`src/rtl/texture_block_fetch.sv`:
```
// texture_block_fetch
//   Fetches one 16-byte compressed texture block. The block address is derived from the
//   texture base and the block's (x, y) position. One 8-halfword burst is read, and the
//   halfwords are assembled into a 128-bit little-endian word for the consumer.
//
// Ports
//   clk, rst_n            clock; synchronous active-low reset
//   req_valid/req_ready   request handshake (ready only while idle)
//   req_base_addr         texture base halfword address
//   req_block_x/_y        block column / row
//   req_width_log2        log2 of texture width in blocks (0..8)
//   mem_req/mem_addr      burst read request and start halfword address (held until mem_ack)
//   mem_ack               memory accepted the burst
//   mem_rvalid/mem_rdata  one returned halfword per asserted cycle
//   blk_valid/blk_ready   output handshake
//   blk_data              assembled block, byte 0 at [7:0]
//   busy                  high whenever not idle
module texture_block_fetch #(
  parameter int unsigned ADDR_W = 24
) (
  input  logic              clk,
  input  logic              rst_n,
  input  logic              req_valid,
  output logic              req_ready,
  input  logic [ADDR_W-1:0] req_base_addr,
  input  logic [7:0]        req_block_x,
  input  logic [7:0]        req_block_y,
  input  logic [3:0]        req_width_log2,
  output logic              mem_req,
  output logic [ADDR_W-1:0] mem_addr,
  input  logic              mem_ack,
  input  logic              mem_rvalid,
  input  logic [15:0]       mem_rdata,
  output logic              blk_valid,
  input  logic              blk_ready,
  output logic [127:0]      blk_data,
  output logic              busy
);

  typedef enum logic [1:0] {StIdle, StReq, StRecv, StOut} state_e;

  state_e            state_q, state_d;
  logic [ADDR_W-1:0] mem_addr_q, mem_addr_d;
  logic [2:0]        beat_cnt_q, beat_cnt_d;
  logic [127:0]      blk_data_q, blk_data_d;
  logic              req_ready_q, mem_req_q, blk_valid_q, busy_q;

  logic [ADDR_W-1:0] blk_index;
  logic [ADDR_W-1:0] req_addr;

  // Each block is 8 halfwords; everything is computed at ADDR_W bits so overflow wraps.
  always_comb begin
    blk_index = (ADDR_W'(req_block_y) << req_width_log2) + ADDR_W'(req_block_x);
    req_addr  = req_base_addr + (blk_index << 3);
  end

  always_comb begin
    state_d    = state_q;
    mem_addr_d = mem_addr_q;
    beat_cnt_d = beat_cnt_q;
    blk_data_d = blk_data_q;
    unique case (state_q)
      StIdle: begin
        if (req_valid) begin
          mem_addr_d = req_addr;
          state_d    = StReq;
        end
      end
      StReq: begin
        // A beat arriving alongside mem_ack is deliberately not captured.
        if (mem_ack) begin
          beat_cnt_d = 3'd0;
          state_d    = StRecv;
        end
      end
      StRecv: begin
        if (mem_rvalid) begin
          blk_data_d[{beat_cnt_q, 4'd0} +: 16] = mem_rdata;
          beat_cnt_d = beat_cnt_q + 3'd1;
          if (beat_cnt_q == 3'd7) begin
            state_d = StOut;
          end
        end
      end
      StOut: begin
        if (blk_ready) begin
          state_d = StIdle;
        end
      end
      default: state_d = StIdle;
    endcase
  end

  // Handshake outputs are registered from the next state so they have no combinational path
  // from any input.
  always_ff @(posedge clk) begin
    if (!rst_n) begin
      state_q     <= StIdle;
      mem_addr_q  <= '0;
      beat_cnt_q  <= 3'd0;
      blk_data_q  <= '0;
      req_ready_q <= 1'b1;
      mem_req_q   <= 1'b0;
      blk_valid_q <= 1'b0;
      busy_q      <= 1'b0;
    end else begin
      state_q     <= state_d;
      mem_addr_q  <= mem_addr_d;
      beat_cnt_q  <= beat_cnt_d;
      blk_data_q  <= blk_data_d;
      req_ready_q <= (state_d == StIdle);
      mem_req_q   <= (state_d == StReq);
      blk_valid_q <= (state_d == StOut);
      busy_q      <= (state_d != StIdle);
    end
  end

  assign req_ready = req_ready_q;
  assign mem_req   = mem_req_q;
  assign mem_addr  = mem_addr_q;
  assign blk_valid = blk_valid_q;
  assign blk_data  = blk_data_q;
  assign busy      = busy_q;

endmodule

```
`config.mk`:
```
export PLATFORM = sky130hd
export DESIGN_NAME = texture_block_fetch
export DESIGN_NICKNAME = d
export VERILOG_FILES = /design/src/rtl/texture_block_fetch.sv
export SDC_FILE = /design/constraint.sdc
export NUM_CORES = 1
export LEC_CHECK = 0
export CORE_MARGIN = 2
export CORE_UTILIZATION = 35
export DETAILED_ROUTE_END_ITERATION = 8
export PLACE_DENSITY = 0.59
export RECOVER_POWER = 25
export REMOVE_ABC_BUFFERS = 1
export SLEW_MARGIN = 30
export SYNTH_ARGS = -nofsm -noshare
export SYNTH_HDL_FRONTEND = slang
export SYNTH_SLANG_ARGS = --single-unit
```
`constraint.sdc`:
```
create_clock -name clk -period 11.1 [get_ports clk]
set_input_delay 2.22 -clock clk [delete_from_list [all_inputs] [get_ports clk]]
set_output_delay 2.22 -clock clk [all_outputs]
set_load 0.03 [all_outputs]
```
==> impl_metrics.env, run 1 <==
export IMPL_status="complete, but fails checks"
export IMPL_failed_checks="capacitance limit, slew limit"
export IMPL_cts_htree_levels=4
export IMPL_period_needed_ns=7.06
export IMPL_maxClockFrequency_mhz=142
export IMPL_ys_warn_count=0
export IMPL_ioPinCount=222
export IMPL_cts_tree="yes"
export IMPL_syn_avg_cell_area_um2=8.06
export IMPL_cts_made_buffers=17
export IMPL_clk_latency_ns=0.42
export IMPL_fin_worst_skew_ns=0.0116
export IMPL_crit_type="in2reg"
export IMPL_area_growth_pct=35.6
export IMPL_cts_resized=0
export IMPL_layout_commonest_cell="dfxtp_1"
export IMPL_coreArea_um2=23300
export IMPL_grt_pass1_vias=7064
export IMPL_start_util=0.353
export IMPL_drive_above_1_share=0.0545
export IMPL_path_buf_inv=1
export IMPL_max_stage_delay_ns=1.03
export IMPL_drc_errors=0
export IMPL_synth_edf_count=0
export IMPL_p_leak_nw=4.30
export IMPL_dieArea_um2=24700
export IMPL_synthArstFlopShare=0
export IMPL_detail_route_wl_per_cell_um=17.4
export IMPL_powerDensity_nw_per_um2=133
export IMPL_fp_dieW_um=157
export IMPL_rsz0062_at_grt="no"
export IMPL_relSlewSlack=-0.400
export IMPL_antenna_found_initial=0
export IMPL_fillCellCount=2317
export IMPL_rows=56
export IMPL_cp_cell_sequence="clkdlybuf4s50_1 -> mux4_2 -> and2_1 -> o21a_1 -> ha_1 -> or4_1 -> o311ai_1 -> nor4_4 -> nand2_1 -> xor2_1 -> ha_1 -> a21o_1 -> a21o_1 -> a221oi_1 -> a21oi_1 -> and4_1 -> a211oi_1"
export IMPL_holdBufCountCts=0
export IMPL_netlist_area_um2=8210
export IMPL_gp_congestion=0.855
export IMPL_post_cts_buffers=0
export IMPL_yosys_cell_types_count=71
export IMPL_ys_ff_latch=161
export IMPL_crit_arrival_ns=7.40
export IMPL_cp_start_kind="input port"
export IMPL_required_ns=11.44
export IMPL_dp_hpwl_um=18900
export IMPL_cp_end_kind="flip-flop"
export IMPL_cts_root_buf="clkbuf_16"
export IMPL_layout_common_cells="161 x dfxtp_1, 156 x nand2_1, 150 x a21oi_1"
export IMPL_fin_crit_sh=0.636
export IMPL_cts_sinks=161
export IMPL_synthFlopType="dfxtp_1"
export IMPL_syn_inst=1019
export IMPL_peakVddDrop_mv=0.0856
export IMPL_drt_wl_total_um=26200
export IMPL_maxCapViolations=1
export IMPL_die_y_um=157
export IMPL_crit_slowest_cell="clkdlybuf4s50_1"
export IMPL_setup_tns_final_ns=0
export IMPL_critPathTopFamily="compound AO/OA/AOI/OAI gates"
export IMPL_hold_viol_final=0
export IMPL_stdcell_count=1512
export IMPL_placed_cells=1480
export IMPL_worst_pin_slew_ns=2.09
export IMPL_viasPerCell=5.22
export IMPL_overflow=0
export IMPL_hp_class="reg2reg"
export IMPL_diodes=0
export IMPL_cts_max_path_buffers=2
export IMPL_grt_pass1_wl_um=39900
export IMPL_num_vias=7898
export IMPL_grt_max_degree=91
export IMPL_port_buffers=221
export IMPL_seq_area_frac_synth=0.393
export IMPL_drtPass1Iterations=5
export IMPL_grt_use_total=0.206
export IMPL_slew_viol_final=60
export IMPL_crit_fanout=23
export IMPL_final_antenna_net_count=0
export IMPL_setup_viol=0
export IMPL_drtIter0Drc=498
export IMPL_final_nets=1287
export IMPL_clkTransAtPathRegs_ns=0.07
-- logic make-up after synthesis --
kind of cell               share of synthesized area
muxes                                         0.0456
adders and majority gates                     0.0643
and+or+nand+nor                                0.234
buffers and inverters                         0.0539
xor gates and xnor gates                      0.0277
AOI/OAI and AO/OA                              0.182
DFF                                            0.393
-- sequential cells by signal, summed over array words and instances (netlist names) --
signal,cells
busy,1
req_ready,1
mem_req,1
beat_cnt_q,3
blk_data,128
blk_valid,1
state_q,2
mem_addr,24
-- power breakdown --
group          internal, mW  switching (mW)  total [mW]  leakage (nW)
logic                 0.114           0.163       0.277          2.70
clock network         0.325           0.278       0.603         0.300
registers             0.592         0.00912       0.601          1.30
-- routing by layer --
layer  part of all wire  global-route usage  vias up
met4              0.016              0.0563        0
met5                  0                   0        -
met3              0.067              0.0410       23
met2               0.45               0.328      253
met1               0.47               0.285     3709
li1                   -                   -     3913
-- cell type report --
cell class	instances	area (µm²)	area share
Timing Repair Buffer	229	2270	0.204
Clock inverter	15	183	0.0164
Clock buffer	17	425	0.0382
Tap cell	319	399	0.0358
Multi-Input combinational cell	752	4560	0.410
Sequential cell	161	3220	0.289
Inverter	19	72.6	0.00652
-- path summary, 6_finish.rpt --
check	start	to	slack, ns	cells past startpoint
setup / recovery	req_width_log2[0]	mem_addr[23]$_SDFFE_PN0P_	4.04	17
hold / removal	blk_data[73]$_SDFFE_PN0P_	blk_data[73]$_SDFFE_PN0P_	0.45	2
setup reg to reg	beat_cnt_q[0]$_SDFFE_PN0P_	blk_data[30]$_SDFFE_PN0P_	8.37	7
hold reg to reg	blk_data[73]$_SDFFE_PN0P_	blk_data[73]$_SDFFE_PN0P_	0.45	2
-- synthesized netlist by cell type (all sizes together) (6+ instances only) --
cell / n / area, µm²
ha: 39 / 488
a31oi: 6 / 37.5
a21oi: 150 / 751
nand3: 133 / 666
nor2b: 9 / 56.3
xnor2: 16 / 140
and2: 11 / 71.3
mux2i: 22 / 220
nor3: 11 / 55.1
a21o: 15 / 113
buf: 17 / 106
and3: 14 / 87.6
a211oi: 11 / 95.1
nand2: 156 / 586
clkbuf: 70 / 265
o211ai: 8 / 60.1
xor2: 10 / 87.6
inv: 19 / 71.3
o21ai: 24 / 124
nor2: 45 / 169
dfxtp: 161 / 3220
-- metrics by stage --
step | utilization | hold WS, ns | setup slack [ns] | instance area [µm²] | power, mW
after floorplan | - | 0.463 | 5.06 | 7840 | 0.782
after global placement | 0.453 | 0.438 | 3.69 | 10500 | 0.892
after detailed placement | 0.453 | 0.443 | 3.61 | 10500 | 0.893
after CTS | 0.479 | 0.453 | 4.05 | 11100 | 1.50
after global routing | 0.479 | 0.468 | 3.62 | 11100 | 1.54
final | 0.479 | 0.448 | 4.04 | 11100 | 1.48
-- worst register-to-register path: cells and delay by family (launching register included) --
family                   cells  cell delay [ns]
buffers and inverters        1             0.17
adder cells (fa/ha/maj)      2             0.52
AO/OA/AOI/OAI                1             0.09
AND/OR/NAND/NOR              3             1.32
flip-flops                   1             0.49
(Power assumes the default switching activity.)
==> run 2: changes to the inputs <==
PLACE_DENSITY = 0.61   (was 0.59)
clock period = 5.7 ns   (was 11.1 ns; I/O delays follow)
==> run 2 against run 1 <==
The run now ends clean; wire length increased by 0.53%; flip-flop and latch count unchanged; global-route usage about the same; final cell count increased by 2.4%; clock power up 86%.
==> impl_metrics.env, run 2 (synthesized netlist as in run 1, its figures left out) <==
export IMPL_drc_errors=0
export IMPL_hold_start="mem_addr[7]$_SDFFE_PN0P_"
export IMPL_drtIter0Drc=459
export IMPL_crit_arrival_ns=5.76
export IMPL_gp_congestion=0.891
export IMPL_grt_pass1_wl_um=40100
export IMPL_antenna_found_initial=0
export IMPL_final_antenna_net_count=0
export IMPL_post_cts_buffers=0
export IMPL_maxClockFrequency_mhz=185
export IMPL_rsz0062_at_grt="no"
export IMPL_crit_fanout=3
export IMPL_coreArea_um2=23300
export IMPL_fin_crit_sh=0.949
export IMPL_die_y_um=157
export IMPL_seqCellArea_um2=3220
export IMPL_powerDensity_nw_per_um2=251
export IMPL_hp_class="reg2reg"
export IMPL_fin_ws_ns=0.288
export IMPL_dp_hpwl_um=19200
export IMPL_cts_tree="yes"
export IMPL_p_leak_nw=4.43
export IMPL_worst_pin_slew_ns=1.38
export IMPL_fin_worst_skew_ns=0.0126
export IMPL_max_stage_delay_ns=0.57
export IMPL_placed_cells=1515
export IMPL_relSlewSlack=0.0800
export IMPL_cts_htree_levels=4
export IMPL_crit_slowest_cell="or4_1"
export IMPL_viasPerCell=5.16
export IMPL_maxCapViolations=0
export IMPL_grt_use_total=0.207
export IMPL_diodes=0
export IMPL_post_route_util=0.489
export IMPL_layout_common_cells="161 x dfxtp_1, 156 x nand2_1, 151 x clkdlybuf4s50_1"
export IMPL_rows=56
export IMPL_cts_max_path_buffers=2
export IMPL_dieArea_um2=24700
export IMPL_hold_viol_final=0
export IMPL_holdBufCountCts=0
export IMPL_overflow=0
export IMPL_peakVddDrop_mv=0.178
export IMPL_critPathTopFamily="compound AO/OA/AOI/OAI gates"
export IMPL_cts_root_buf="clkbuf_16"
export IMPL_drt_wl_total_um=26400
export IMPL_port_buffers=221
export IMPL_period_needed_ns=5.41
export IMPL_r2r_start="beat_cnt_q[0]$_SDFFE_PN0P_"
export IMPL_area_growth_pct=38.6
export IMPL_start_util=0.353
export IMPL_cts_sinks=161
export IMPL_ff2ff_setup_slack_ns=2.88
export IMPL_path_buf_inv=3
export IMPL_cts_resized=0
export IMPL_setup_viol=0
export IMPL_layout_commonest_cell="dfxtp_1"
export IMPL_crit_type="in2reg"
export IMPL_whs_endpoint="mem_addr[7]$_SDFFE_PN0P_"
export IMPL_drive_above_1_share=0.0838
export IMPL_status="complete, no violations"
export IMPL_required_ns=6.04
export IMPL_multiInputGateArea_um2=4560
export IMPL_detail_route_wl_per_cell_um=17.0
export IMPL_grt_max_degree=94
export IMPL_ioPinCount=222
export IMPL_pre_cts_ws_ns=-0.179
export IMPL_hold_depth=2
export IMPL_clkTransAtPathRegs_ns=0.07
export IMPL_fp_dieW_um=157
export IMPL_r2r_cells=7
export IMPL_cts_made_buffers=17
export IMPL_num_vias=7992
export IMPL_reg2reg_to="blk_data[71]$_SDFFE_PN0P_"
export IMPL_stdcell_count=1548
export IMPL_fillCellCount=2330
export IMPL_clk_latency_ns=0.43
export IMPL_drtPass1Iterations=5
export IMPL_largest_register_ffs=128
export IMPL_grt_pass1_vias=7445
export IMPL_slew_viol_final=0
export IMPL_cp_start_kind="input port"
export IMPL_cp_cell_sequence="clkdlybuf4s50_1 -> mux4_2 -> and2_1 -> o21a_1 -> ha_1 -> or4_1 -> o311ai_1 -> buf_4 -> nor4_4 -> nand2_1 -> xor2_1 -> ha_1 -> a21o_1 -> a21o_1 -> a221oi_1 -> buf_4 -> a21oi_1 -> and4_1 -> a211oi_1"
export IMPL_cp_end_kind="flip-flop"
export IMPL_final_nets=1323
-- run 2: how the worst max path moves through the flow --
stage / slack [ns] / end / from / depth (start not counted)
finish: 0.29 / mem_addr[23]$_SDFFE_PN0P_ / req_width_log2[0] / 19
global route: 0.002 / mem_addr[23]$_SDFFE_PN0P_ / req_width_log2[0] / 20
CTS: 0.28 / mem_addr[23]$_SDFFE_PN0P_ / req_width_log2[0] / 19
detailed placement: -0.18 / mem_addr[23]$_SDFFE_PN0P_ / req_width_log2[0] / 19
global placement: -0.03 / mem_addr[23]$_SDFFE_PN0P_ / req_width_log2[0] / 19
floorplan: 0.74 / mem_addr[23]$_SDFFE_PN0P_ / req_width_log2[0] / 16
-- run 2: final cells by class --
| cell class | count | area share |
|---|---|---|
| Clock buffer | 18 | 0.0386 |
| Clock inverter | 14 | 0.0126 |
| Inverter | 19 | 0.00638 |
| Multi-Input combinational cell | 752 | 0.401 |
| Sequential cell | 161 | 0.283 |
| Tap cell | 319 | 0.0351 |
| Timing Repair Buffer | 265 | 0.223 |
-- run 2: stage by stage --
step	cell area (µm²)	total power [mW]	TNS [ns]	hold WS [ns]
2_1_floorplan	7840	1.52	0	0.463
3_3_place_gp	10800	1.77	-0.0282	0.439
3_5_place_dp	10800	1.77	-0.281	0.442
4_1_cts	11400	2.88	0	0.452
5_1_grt	11400	2.98	0	0.472
6_report	11400	2.86	0	0.449
-- run 2: worst register-to-register path, stage by stage (launching register included) --
cell	delay, ns
dfxtp_1	0.49
inv_1	0.16
ha_1	0.23
ha_1	0.25
nor2_2	0.57
nand3_1	0.65
nand2_1	0.23
a21oi_1	0.08
-- run 2: layer usage --
metal / vias up / share of wire / track usage
li1: 3974 / - / -
met1: 3743 / 0.44 / 0.256
met2: 256 / 0.49 / 0.364
met3: 19 / 0.070 / 0.0493
met4: 0 / 0.0079 / 0.0437
met5: - / 0 / 0
-- run 2: power breakdown --
part | internal [mW] | switching (mW) | total, mW
logic | 0.244 | 0.327 | 0.571
clock network | 0.592 | 0.525 | 1.12
registers | 1.15 | 0.0158 | 1.17
